File: config.mk
export PLATFORM = sky130hd
export DESIGN_NAME = dmem_arbiter
export DESIGN_NICKNAME = d
export VERILOG_FILES = /design/src/rtl/dmem_arbiter.sv
export SDC_FILE = /design/constraint.sdc
export NUM_CORES = 1
export LEC_CHECK = 0
export CORE_MARGIN = 4
export CORE_UTILIZATION = 36
export DETAILED_ROUTE_END_ITERATION = 8
export PLACE_DENSITY = 0.8
export SLEW_MARGIN = 25
export SYNTH_ARGS = -nofsm -noshare
export SYNTH_HDL_FRONTEND = slang
export SYNTH_SLANG_ARGS = --single-unit
File: constraint.sdc
create_clock -name clk -period 1.6 [get_ports clk]
set_input_delay 0.32 -clock clk [delete_from_list [all_inputs] [get_ports clk]]
set_output_delay 0.32 -clock clk [all_outputs]
set_load 0.05 [all_outputs]
File: src/rtl/dmem_arbiter.sv
// rtl/dmem_arbiter.sv - two-port round-robin arbiter/sequencer for a single-port data memory
//
// Purpose:
//   Arbitrates between port 0 (load/store unit) and port 1 (debug/DMA loader) for a
//   single-port memory with a combinational read path. A request is sampled in IDLE,
//   the winner's command is latched, and exactly one memory access is driven during the
//   single ACCESS cycle that follows. Reads return registered data with a one-cycle
//   valid pulse on the cycle after ACCESS.
//
// Ports:
//   clk, rst               clock and synchronous active-high reset
//   req0/1, we0/1          request and write-enable per port (held until grant)
//   addr0/1, wdata0/1      word address and write data per port
//   gnt0/1                 one-cycle grant pulse, asserted during ACCESS
//   rvalid0/1, rdata       one-cycle read-valid pulse and registered read data
//   mem_read, mem_write    memory strobes, mutually exclusive, only during ACCESS
//   mem_addr, mem_wdata    memory address and write data
//   mem_rdata              memory read data (combinational from mem_addr)

module dmem_arbiter #(
    parameter int ADDR_W = 6,
    parameter int DATA_W = 32
) (
    input  logic              clk,
    input  logic              rst,
    input  logic              req0,
    input  logic              req1,
    input  logic              we0,
    input  logic              we1,
    input  logic [ADDR_W-1:0] addr0,
    input  logic [ADDR_W-1:0] addr1,
    input  logic [DATA_W-1:0] wdata0,
    input  logic [DATA_W-1:0] wdata1,
    output logic              gnt0,
    output logic              gnt1,
    output logic              rvalid0,
    output logic              rvalid1,
    output logic [DATA_W-1:0] rdata,
    output logic              mem_read,
    output logic              mem_write,
    output logic [ADDR_W-1:0] mem_addr,
    output logic [DATA_W-1:0] mem_wdata,
    input  logic [DATA_W-1:0] mem_rdata
);

    typedef enum logic {
        IDLE   = 1'b0,
        ACCESS = 1'b1
    } state_t;

    state_t state;
    logic   ptr;     // port that wins the next tie
    logic   sel_q;   // port being served in ACCESS
    logic   we_q;    // latched direction of the access in flight

    logic              win_sel;
    logic              win_we;
    logic [ADDR_W-1:0] win_addr;
    logic [DATA_W-1:0] win_wdata;

    // A lone requester always wins; the pointer only matters on a tie.
    always_comb begin
        win_sel = ptr;
        if (req0 && !req1) begin
            win_sel = 1'b0;
        end else if (req1 && !req0) begin
            win_sel = 1'b1;
        end
        win_we    = win_sel ? we1    : we0;
        win_addr  = win_sel ? addr1  : addr0;
        win_wdata = win_sel ? wdata1 : wdata0;
    end

    // mem_addr/mem_wdata double as the latched address/data registers: they are
    // loaded with the winner's command on entry to ACCESS and cleared on exit.
    always_ff @(posedge clk) begin
        if (rst) begin
            state     <= IDLE;
            ptr       <= 1'b0;
            sel_q     <= 1'b0;
            we_q      <= 1'b0;
            gnt0      <= 1'b0;
            gnt1      <= 1'b0;
            rvalid0   <= 1'b0;
            rvalid1   <= 1'b0;
            rdata     <= '0;
            mem_read  <= 1'b0;
            mem_write <= 1'b0;
            mem_addr  <= '0;
            mem_wdata <= '0;
        end else begin
            // Pulses and strobes default low; only the branches below raise them.
            gnt0      <= 1'b0;
            gnt1      <= 1'b0;
            rvalid0   <= 1'b0;
            rvalid1   <= 1'b0;
            mem_read  <= 1'b0;
            mem_write <= 1'b0;
            mem_addr  <= '0;
            mem_wdata <= '0;

            case (state)
                IDLE: begin
                    if (req0 || req1) begin
                        state     <= ACCESS;
                        sel_q     <= win_sel;
                        we_q      <= win_we;
                        // Hand priority to the other port so contention alternates.
                        ptr       <= ~win_sel;
                        gnt0      <= ~win_sel;
                        gnt1      <= win_sel;
                        mem_write <= win_we;
                        mem_read  <= ~win_we;
                        mem_addr  <= win_addr;
                        mem_wdata <= win_we ? win_wdata : '0;
                    end
                end

                ACCESS: begin
                    state <= IDLE;
                    // Capture read data at the edge closing ACCESS; writes leave
                    // rdata untouched so the last read result stays visible.
                    if (!we_q) begin
                        rdata   <= mem_rdata;
                        rvalid0 <= ~sel_q;
                        rvalid1 <= sel_q;
                    end
                end

                default: begin
                    state <= IDLE;
                end
            endcase
        end
    end

endmodule

---- After elaboration in Yosys (flattened, before gate mapping) ----
Cells that the tools add are included.
storage, ports and cells
  output and inout bits ................... 76
  register bits ........................... 80
  logic and storage cells ................. 36
  bits of input ports ..................... 114
operators by class
  muxes and demuxes ....................... 7
  reductions and logical operators ........ 10
  bitwise gates (word level) .............. 6
operator list
  kind                                number
  32-bit 2-to-1 mux                   1
  6-bit 2-to-1 mux                    1
  1-bit inverter                      6
  3-bit OR reduction                  2
  1-bit 2-to-1 mux                    4
  2-bit AND reduction                 2
  4-bit OR reduction                  1
  1-bit logical AND                   2
  1-bit logical NOT                   2
  1-bit case mux with 2 select lines  1
  1-bit logical OR                    1

---- Depth between registers and ports, before layout ----
Gate-level depths: netlist of run 1.
  depth after elaboration ................. 7
  gate-level depth with buffers ........... 7
  gate-level depth less buffers ........... 5

---- Worst setup path before layout of run 1 ----
No wires, ideal clock.
  path kind ............................... input to register
  from .................................... input port req1
  to ...................................... register mem_wdata[17]
  required time ........................... 1.534 ns
  stages on the path ...................... 6
  data arrival time ....................... 1.228 ns
  setup slack ............................. 0.306 ns
  library setup time ...................... 0.066 ns
  buffers on the path ..................... 2
  cell sequence ........................... nand2b_1 -> a21oi_1 -> buf_4 -> buf_2 -> nand2_1 -> a21oi_2
on the way
  longest elaborated chain between the ends .. 6
  elaborated cells on any way between the ends .. 11
  those cells by class .................... 4 x mux; 2 x bitwise; 5 x reduce/logical
RTL lines
  element                                                 line    RTL
  start: declaration                                      27      input logic req1,
  1-bit logical AND or 1-bit logical NOT (tied branches)  66, 64
  1-bit 2-to-1 mux or 1-bit logical AND (tied branches)   66, 64
  1-bit 2-to-1 mux                                        64      if (req0 && !req1) begin
  1-bit 2-to-1 mux                                        69      win_we = win_sel ? we1 : we0;
  1-bit inverter (no line)                                --
  4-bit OR reduction (no line)                            --
  end signal: assignment                                  115     mem_wdata <= win_we ? win_wdata : '0;
  end: declaration                                        42      output logic [DATA_W-1:0] mem_wdata,
Several ways; a longest one is shown, not always the timed one.
A chain may end at the register's enable or synchronous reset.

---- Worst setup path after layout of run 1 ----
  from .................................... input port req0
  to ...................................... register mem_wdata[31]
on the way
  longest elaborated chain between the ends .. 7
  elaborated cells on any way between the ends .. 11
  those cells by class .................... 4 x mux; 2 x bitwise; 5 x reduce/logical
RTL lines
  element                       line  RTL
  start: declaration            26    input logic req0,
  1-bit logical NOT             66    end else if (req1 && !req0) begin
  1-bit logical AND             66
  1-bit 2-to-1 mux              66
  1-bit 2-to-1 mux              64
  1-bit 2-to-1 mux              69
  1-bit inverter (no line)      --
  4-bit OR reduction (no line)  --
Several ways; a longest one is shown, not always the timed one.

==> impl_metrics.sql, run 1 <==
INSERT INTO impl_metrics (metric_group, metric, value, unit) VALUES
('outcome', 'outcome', 'finished, final reports clean', ''),
('floorplan', 'initial_utilization', '37.2', '%'),
('place', 'minimum_setup_slack_after_placement', '-0.254', 'ns'),
('clocking', 'cts.sink_count', '80', ''),
('sta', 'finalSetupViolations', '0', ''),
('power', 'vdd_drop_max', '541', 'uV'),
('layout', 'final_cell_count_no_fill', '643', ''),
('place', 'hpwlAfterDp', '6.60', 'mm'),
('critical_path', 'worst-r2r-cell-count', '5', ''),
('floorplan', 'die-width', '97.9', 'um'),
('clocking', 'path_clk_slew', '0.07', 'ns'),
('layout', 'fillcell_total', '682', ''),
('min_path', 'timing.hold.worst_path_depth', '2', ''),
('critical_path', 'worstReg2RegStart', 'state', ''),
('global_route', 'grt_pass1_wl', '13.9', 'mm'),
('floorplan', 'design.core.area', '7810', 'sq um'),
('logic_synthesis', 'gate_count_of_the_mapped_netlist', '347', ''),
('detailed_routing', 'avgRoutedWirePerCell', '13.3', 'um'),
('detailed_routing', 'ant_nets', '0', ''),
('power', 'design_power_total', '4.99', 'mW'),
('detailed_routing', 'drt_pre_antenna_iters', '5', ''),
('global_route', 'grt_max_degree', '40', ''),
('critical_path', 'kind_of_launch_point_of_the_worst_setup_path', 'input pin', ''),
('layout', 'multi_input_area', '1170', 'sq um'),
('logic_synthesis', 'synth_compound_gate_area_share', '17.8', '%'),
('sta', 'timing.final.crit_period', '1.52', 'ns'),
('logic_synthesis', 'synth_sequential_area_ratio', '55.1', '%'),
('layout', 'most-common-layout-cells', 'sky130_fd_sc_hd__nand2_1, sky130_fd_sc_hd__clkdlybuf4s50_1, sky130_fd_sc_hd__buf_4', ''),
('global_route', 'via_count_of_the_first_global_routing_pass', '2952', ''),
('logic_synthesis', 'synth_warnings', '0', ''),
('logic_synthesis', 'yosys.area.top_type_share', '55.1', '%'),
('detailed_routing', 'drcViolationCount', '0', ''),
('min_path', 'hold_path.startpoint', 'rdata[26]', ''),
('critical_path', 'critical_path.endpoint_type', 'flip-flop', ''),
('layout', 'reg_area', '1600', 'sq um'),
('logic_synthesis', 'synth_nets', '461', ''),
('floorplan', 'dieArea', '9580', 'sq um'),
('layout', 'layout.cells.most_common', 'sky130_fd_sc_hd__nand2_1', ''),
('logic_synthesis', 'synth_edf_count', '0', ''),
('logic_synthesis', 'synth_cell_type_count', '23', ''),
('global_route', 'gr-usage-all-layers', '17.8', '%'),
('floorplan', 'die_h', '97.9', 'um'),
('power', 'pwr_density_cell', '1000', 'nW/um^2'),
('logic_synthesis', 'synth_top_family_by_area', 'simple AND/OR/NAND/NOR gates', ''),
('sta', 'fin_crit_sh', '94.8', '%'),
('place', 'gpl.final_weighted_congestion', '0.766', ''),
('layout', 'antenna_diode_count', '0', ''),
('detailed_routing', 'avgViaCountPerCell', '4.49', ''),
('global_route', 'grt_remaining_overflow', '0', ''),
('logic_synthesis', 'yosys.area_share.xor_xnor', '0', '%'),
('min_path', 'min_path_type', 'flip-flop to flip-flop', ''),
('sta', 'grt_setup_unrepaired', 'no', ''),
('critical_path', 'category_of_the_most_critical_setup_path', 'input pin to flip-flop', ''),
('sta', 'worst_pin_slew', '0.388', 'ns'),
('sta', 'max_slew_violations', '0', ''),
('logic_synthesis', 'netlist_area', '2910', 'sq um'),
('clocking', 'cts-buffers-inserted', '9', ''),
('detailed_routing', 'vias', '2886', ''),
('logic_synthesis', 'synthSimpleGateAreaFrac', '22.0', '%'),
('detailed_routing', 'postRouteWirelength', '8.56', 'mm'),
('critical_path', 'critical_path.reg2reg.endpoint', 'mem_wdata[31]', ''),
('power', 'power_leakage', '2.10', 'nW'),
('clocking', 'ctsLongestPathBuffers', '2', ''),
('min_path', 'holdPathEnd', 'rdata[26]', ''),
('critical_path', 'r2r_slack', '0.28', 'ns'),
('job', 'max_cap_violations', '0', ''),
('clocking', 'clk-insertion-delay-late', '0.34', 'ns'),
('clocking', 'cts_root_buf', 'sky130_fd_sc_hd__clkbuf_8', ''),
('logic_synthesis', 'ys_ff_latch', '80', ''),
('logic_synthesis', 'synth.largest_area_cell', 'sky130_fd_sc_hd__dfxtp_1', ''),
('logic_synthesis', 'asyncSetResetFlopFracSynth', '0', '%');
## synth_stat cells, types with 2 or more instances
master,count
sky130_fd_sc_hd__a21oi_1,45
sky130_fd_sc_hd__a21oi_2,29
sky130_fd_sc_hd__nor2b_1,2
sky130_fd_sc_hd__buf_6,4
sky130_fd_sc_hd__dfxtp_1,80
sky130_fd_sc_hd__inv_1,3
sky130_fd_sc_hd__nand2_1,142
sky130_fd_sc_hd__clkbuf_1,14
sky130_fd_sc_hd__nor3b_1,2
sky130_fd_sc_hd__nand2b_1,4
sky130_fd_sc_hd__buf_2,4
sky130_fd_sc_hd__nor2_1,7
## state kept, by name, indices dropped and copies added, names as in the netlist
signal and cells:
we_q 1, mem_addr 6, gnt0 1, mem_wdata 32
ptr 1, sel_q 1, rvalid0 1, gnt1 1
mem_read 1, rvalid1 1, mem_write 1, rdata 32
state 1
## routing by layer
metal	GRT usage (%)	wire length [um]	part of all wire (%)
met1	19.0	3260	38
met3	10.2	1080	13
met5	0	0	0
met4	4.26	45	0.53
met2	30.5	4170	49
## area by class of cell
class,instances,share of cell area (%)
tap,102,2.57
clock buffer,10,2.77
clock inverter,4,1.41
timing repair buffer,204,37.2
sequential,80,32.2
multi-input combinational,239,23.4
inverter,4,0.402
## worst max-delay path: stages
cell	delay (ns)
sky130_fd_sc_hd__clkdlybuf4s50_1	0.55
sky130_fd_sc_hd__nor2_1	0.08
sky130_fd_sc_hd__or3_1	0.38
sky130_fd_sc_hd__clkinv_4	0.08
sky130_fd_sc_hd__nand3_4	0.08
sky130_fd_sc_hd__buf_4	0.18
sky130_fd_sc_hd__a21oi_1	0.12
## what timing repair did
item                       4_1_cts  5_1_grt
gates resized for setup          0        1
hold buffers                     0        0
setup buffers                    0        0
setup endpoints to repair        0        1
## report_power, final
part           internal, mW  total, mW  switching [mW]  leakage, nW
Sequential             2.11       2.16          0.0501        0.653
Combinational         0.530       1.27           0.736         1.34
Clock                 0.899       1.57           0.667        0.108
Total                  3.54       4.99            1.45         2.10
## metrics by stage
stage	hold slack, ns	TNS, ns	instance area (sq um)
after CTS	0.459	0	4970
final	0.459	0	4970
after floorplan	0.417	0	2910
after detailed placement	0.448	-8.98	4760
after global placement	0.442	-8.00	4760
after global routing	0.483	0	4970
## cell families after synthesis
kind of cell    count (synthesis)
compound gates                 79
buf+inv                        28
flops                          80
simple gates                  160
## how the worst max path moves through the flow
stage | cells past startpoint | slack (ns) | end
floorplan | 6 | 0.31 | mem_wdata[17]
global placement | 7 | -0.21 | mem_wdata[31]
detailed placement | 7 | -0.25 | mem_wdata[31]
CTS | 7 | 0.10 | mem_wdata[31]
global route | 7 | 0.003 | mem_wdata[0]
finish | 7 | 0.08 | mem_wdata[31]
No activity file was read; power rests on OpenSTA's default activity.
==> run 2, diff against run 1 <==
- SLEW_MARGIN: 25 -> 10
==> results of run 2 <==
Same layout as run 1: the final DEF is identical, and so are final timing and power.
